File: config.mk
export PLATFORM = sky130hd
export DESIGN_NAME = mem_port_arbiter
export DESIGN_NICKNAME = d
export VERILOG_FILES = /design/src/rtl/mem_port_arbiter.sv
export SDC_FILE = /design/constraint.sdc
export NUM_CORES = 1
export LEC_CHECK = 0
export CORE_AREA = 2 2 103 105
export DETAILED_ROUTE_END_ITERATION = 10
export DIE_AREA = 0 0 105 107
export GPL_TIMING_DRIVEN = 0
export PLACE_DENSITY_LB_ADDON = 0.15
export SLEW_MARGIN = 40
export SYNTH_ARGS = -nofsm -noshare
export SYNTH_HDL_FRONTEND = slang
export SYNTH_SLANG_ARGS = --single-unit
File: constraint.sdc
create_clock -name clk -period 4.79 [get_ports clk]
set_clock_uncertainty 0.15 [all_clocks]
set_input_delay 1.437 -clock clk [delete_from_list [all_inputs] [get_ports clk]]
set_output_delay 1.437 -clock clk [all_outputs]
set_load 0.1 [all_outputs]
File: src/rtl/mem_port_arbiter.sv
// Shared memory port arbiter between instruction fetch and data access.
// Data wins ties; a saturating counter forces fetch through after a run of data grants.
module mem_port_arbiter #(
  parameter int ADDR_WIDTH   = 32,
  parameter int DATA_WIDTH   = 32,
  parameter int STARVE_LIMIT = 2
) (
  input  logic                  clk,
  input  logic                  reset,
  input  logic                  if_req,
  input  logic [ADDR_WIDTH-1:0] if_addr,
  output logic                  if_ack,
  output logic [DATA_WIDTH-1:0] if_rdata,
  input  logic                  d_req,
  input  logic                  d_we,
  input  logic [ADDR_WIDTH-1:0] d_addr,
  input  logic [DATA_WIDTH-1:0] d_wdata,
  output logic                  d_ack,
  output logic [DATA_WIDTH-1:0] d_rdata,
  output logic [ADDR_WIDTH-1:0] mem_addr,
  output logic                  mem_we,
  output logic [DATA_WIDTH-1:0] mem_wdata,
  input  logic [DATA_WIDTH-1:0] mem_rdata,
  output logic                  pc_stall,
  output logic                  busy
);

  localparam int CW = (STARVE_LIMIT < 1) ? 1 : $clog2(STARVE_LIMIT + 1);
  localparam logic [CW-1:0] LIMIT = CW'(STARVE_LIMIT);

  typedef enum logic [1:0] {
    IDLE    = 2'd0,
    IF_WAIT = 2'd1,
    D_WAIT  = 2'd2
  } state_e;

  state_e        state_q, state_d;
  logic [CW-1:0] starve_cnt_q, starve_cnt_d;
  logic          we_q, we_d;

  logic idle;
  logic grant_if;
  logic grant_d;
  logic starved;

  // Grant decision: only in IDLE, and never while reset is held so a
  // pending store cannot reach the memory during reset.
  always_comb begin
    idle     = (state_q == IDLE) & ~reset;
    starved  = (starve_cnt_q == LIMIT);
    grant_if = idle & if_req & (~d_req | starved);
    grant_d  = idle & d_req & ~grant_if;
  end

  // State, starvation counter and store flag registers.
  always_ff @(posedge clk or posedge reset) begin
    if (reset) begin
      state_q      <= IDLE;
      starve_cnt_q <= '0;
      we_q         <= 1'b0;
    end else begin
      state_q      <= state_d;
      starve_cnt_q <= starve_cnt_d;
      we_q         <= we_d;
    end
  end

  // Next-state, counter update and memory-side outputs.
  always_comb begin
    state_d      = state_q;
    starve_cnt_d = starve_cnt_q;
    we_d         = we_q;
    mem_addr     = '0;
    mem_we       = 1'b0;
    mem_wdata    = '0;
    if_ack       = 1'b0;
    if_rdata     = '0;
    d_ack        = 1'b0;
    d_rdata      = '0;
    busy         = 1'b0;
    unique case (state_q)
      IDLE: begin
        if (grant_if) begin
          mem_addr     = if_addr;
          starve_cnt_d = '0;
          state_d      = IF_WAIT;
        end else if (grant_d) begin
          mem_addr  = d_addr;
          mem_wdata = d_wdata;
          mem_we    = d_we;
          we_d      = d_we;
          state_d   = D_WAIT;
          if (if_req && !starved) begin
            starve_cnt_d = starve_cnt_q + CW'(1);
          end
        end
        if (!if_req) begin
          starve_cnt_d = '0;
        end
      end
      IF_WAIT: begin
        busy     = 1'b1;
        if_ack   = 1'b1;
        if_rdata = mem_rdata;
        state_d  = IDLE;
      end
      D_WAIT: begin
        busy    = 1'b1;
        d_ack   = 1'b1;
        d_rdata = we_q ? '0 : mem_rdata;
        state_d = IDLE;
      end
      default: begin
        state_d = IDLE;
      end
    endcase
  end

  // The PC holds from the first request cycle up to, not including, the ack.
  always_comb begin
    pc_stall = if_req & ~if_ack;
  end

endmodule

==> results.ini <==
[status]
outcome = complete, no violations

[grt]
grt.total_usage_pct = 12.63
grt_max_degree = 11
grt_pass1_wl_microns = 11540
antenna_found_initial = 0
grt_remaining_overflow = 0
grt_pass1_vias = 2368

[yosys]
synthCells = 176
syn-cell-area_sq_um = 1294
yosysWarnings = 0
yosys.area.top_type = and2_1
ys_top_cells_by_area = and2_1 47%, a22o_1 22%, dfrtp_1 9.7%
synth_seq_cells = 5
netlist.area_leader.share_pct = 46.91
syn_nets = 313
yosysSeqAreaShare_pct = 9.671
yosysUniqueCellTypes = 20
synth_area_per_cell_sq_um = 7.351

[cts]
root_buffer = clkbuf_8
holdBufCountCts = 0
cts_num_sinks = 5
htree_levels = 1
cts_tree = done
cts_buffers = 3
clk_pin_slew_ns = 0.04
worst_skew_pair.late_latency_ns = 0.22
clk_path_buf_depth = 2

[finish]
n_antenna_cell = 0
area_delta_synth_final_pct = 199.6
mostFrequentLayoutCells = 130 x clkdlybuf4s50_1, 97 x and2_1, 70 x buf_2, 43 x buf_4, 32 x a22o_1
nNetsFinal = 588
drive_gt1_share_pct = 34.89
final_common_cell = clkdlybuf4s50_1

[die]
die_x_microns = 105
start_util_pct = 12.82
die_h_microns = 107
core-area_sq_um = 10090
ios = 266
dieArea_sq_um = 11240
rows = 37

[routing]
drtAntennaViolNets = 0
vias = 2298
drc = 0
routedWlPerCell_microns = 13.38
drt_wl_total_microns = 7841
drt_iter0_drc = 64
first_pass_iters = 3
via_per_inst = 3.922

[critical_path]
required_ns = 3.20
critPathLaunchType = input port
ff2ff_path_depth = 7
path_class = in -> out
worstPathArrival_ns = 3.10
end_kind = output pin
path_max_fanout = 10

[pwr]
leakage_nw = 1.940
power_density_nw_per_um2 = 537.3
peakVddDrop_v = 0.0001853

[run]
max_cap_violations = 0

[place]
hpwl_microns = 7081
pre_cts_slack_ns = -0.2573
globalplace.congestion = 0.7507
numPortBuffers = 265

[sta]
max_slew.worst_pin.slew_ns = 0.5017
relSlewSlack_pct = 66.78
maxSlewViolCount = 0
hold_violations = 0
finalCritPeriodShare_pct = 97.83
timing.setup.tns_ns = 0
fin_ws_ns = 0.1042
fin_crit_ns = 4.686
setup_viol = 0
rsz0062_at_grt = false
fmax_ghz = 0.2134

[hold_path]
whs_path_depth = 1
hp-class = reg -> reg

-- critical path, cell delays in order --
cell and delay, ns:
clkdlybuf4s50_1 0.54, nor2b_1 0.28, nor3_4 0.07, buf_4 0.17, clkbuf_4 0.18, a22o_1 0.19
buf_4 0.23
-- cells in the mapped netlist --
| cell type | instances |
|---|---|
| mux2_1 | 1 |
| and2_1 | 97 |
| o21bai_1 | 1 |
| a21bo_2 | 1 |
| nor2b_1 | 3 |
| nor3_4 | 1 |
| nand2_1 | 4 |
| a22o_1 | 32 |
| buf_2 | 6 |
| o21ai_0 | 2 |
| buf_4 | 4 |
| clkbuf_1 | 6 |
| inv_2 | 1 |
| inv_1 | 4 |
| nand4_1 | 1 |
| ha_1 | 4 |
| nand2b_4 | 1 |
| a31o_2 | 1 |
| dfrtp_1 | 5 |
| a211oi_2 | 1 |
-- where the power goes --
group	switching [mW]	total, mW	internal, mW
Sequential	0.0104	0.0674	0.0570
Clock	0.0217	0.0789	0.0572
Combinational	1.52	1.94	0.416
-- routing by layer --
layer / up-vias / wire length (microns) / track usage (%)
met1: 1000 / 2531 / 11.78
met4: 0 / 79 / 2.857
li1: 1137 / - / -
met3: 7 / 772 / 3.161
met2: 154 / 4458 / 26.90
met5: - / 0 / 0
-- registers in the layout, indices dropped and copies added, names as in the netlist --
| signal | flops |
|---|---|
| starve_cnt_q | 2 |
| state_q | 2 |
| we_q | 1 |
-- metrics by stage --
step,utilization [%],hold WS (ns),total power [mW],std cells,area [sq um]
2_1_floorplan,-,0.3015,1.590,176,1294
3_3_place_gp,40.79,0.3233,2.093,577,4116
3_5_place_dp,34.19,0.3438,1.925,577,3451
4_1_cts,37.23,0.3480,2.074,581,3757
5_1_grt,38.41,0.3576,2.153,586,3876
6_report,38.41,0.3460,2.083,586,3876
-- cell families after synthesis --
kind of cell               share of synthesized area [%]
AOI/OAI and AO/OA                                  25.44
adders and majority gates                          3.869
muxes                                             0.8703
DFF                                                9.671
buffers and inverters                              7.833
and+or+nand+nor                                    52.32
-- area by class of cell --
type	count	area [sq um]
repair buffers	270	2346
fillers	1097	6216
inverters	5	18.77
plain buffers	16	96.34
well taps	136	170.2
flip-flops and latches	5	125.1
multi-input cells	150	1075
clock buffers	4	45.04
-- worst paths after layout --
path	startpoint	endpoint	slack, ns
worst max-delay path	d_req	mem_addr[3]	0.10
worst min-delay path	starve_cnt_q[0]$_DFFE_PP0P_	starve_cnt_q[0]$_DFFE_PP0P_	0.35
worst max register to register	state_q[0]$_DFFE_PP0P_	we_q$_DFFE_PP0P_	2.84
worst min register to register	starve_cnt_q[0]$_DFFE_PP0P_	starve_cnt_q[0]$_DFFE_PP0P_	0.35
max in group asynchronous	reset	state_q[1]$_DFFE_PP0P_	3.22
min in group asynchronous	reset	starve_cnt_q[1]$_DFFE_PP0P_	1.08
-- repair_timing --
action,in CTS,in global routing
endpoints found under the setup margin,65,60
pin swaps,0,2
setup buffers,0,5
cloned,0,0
resized for setup,91,19
Power figures use the tool's default switching activity.
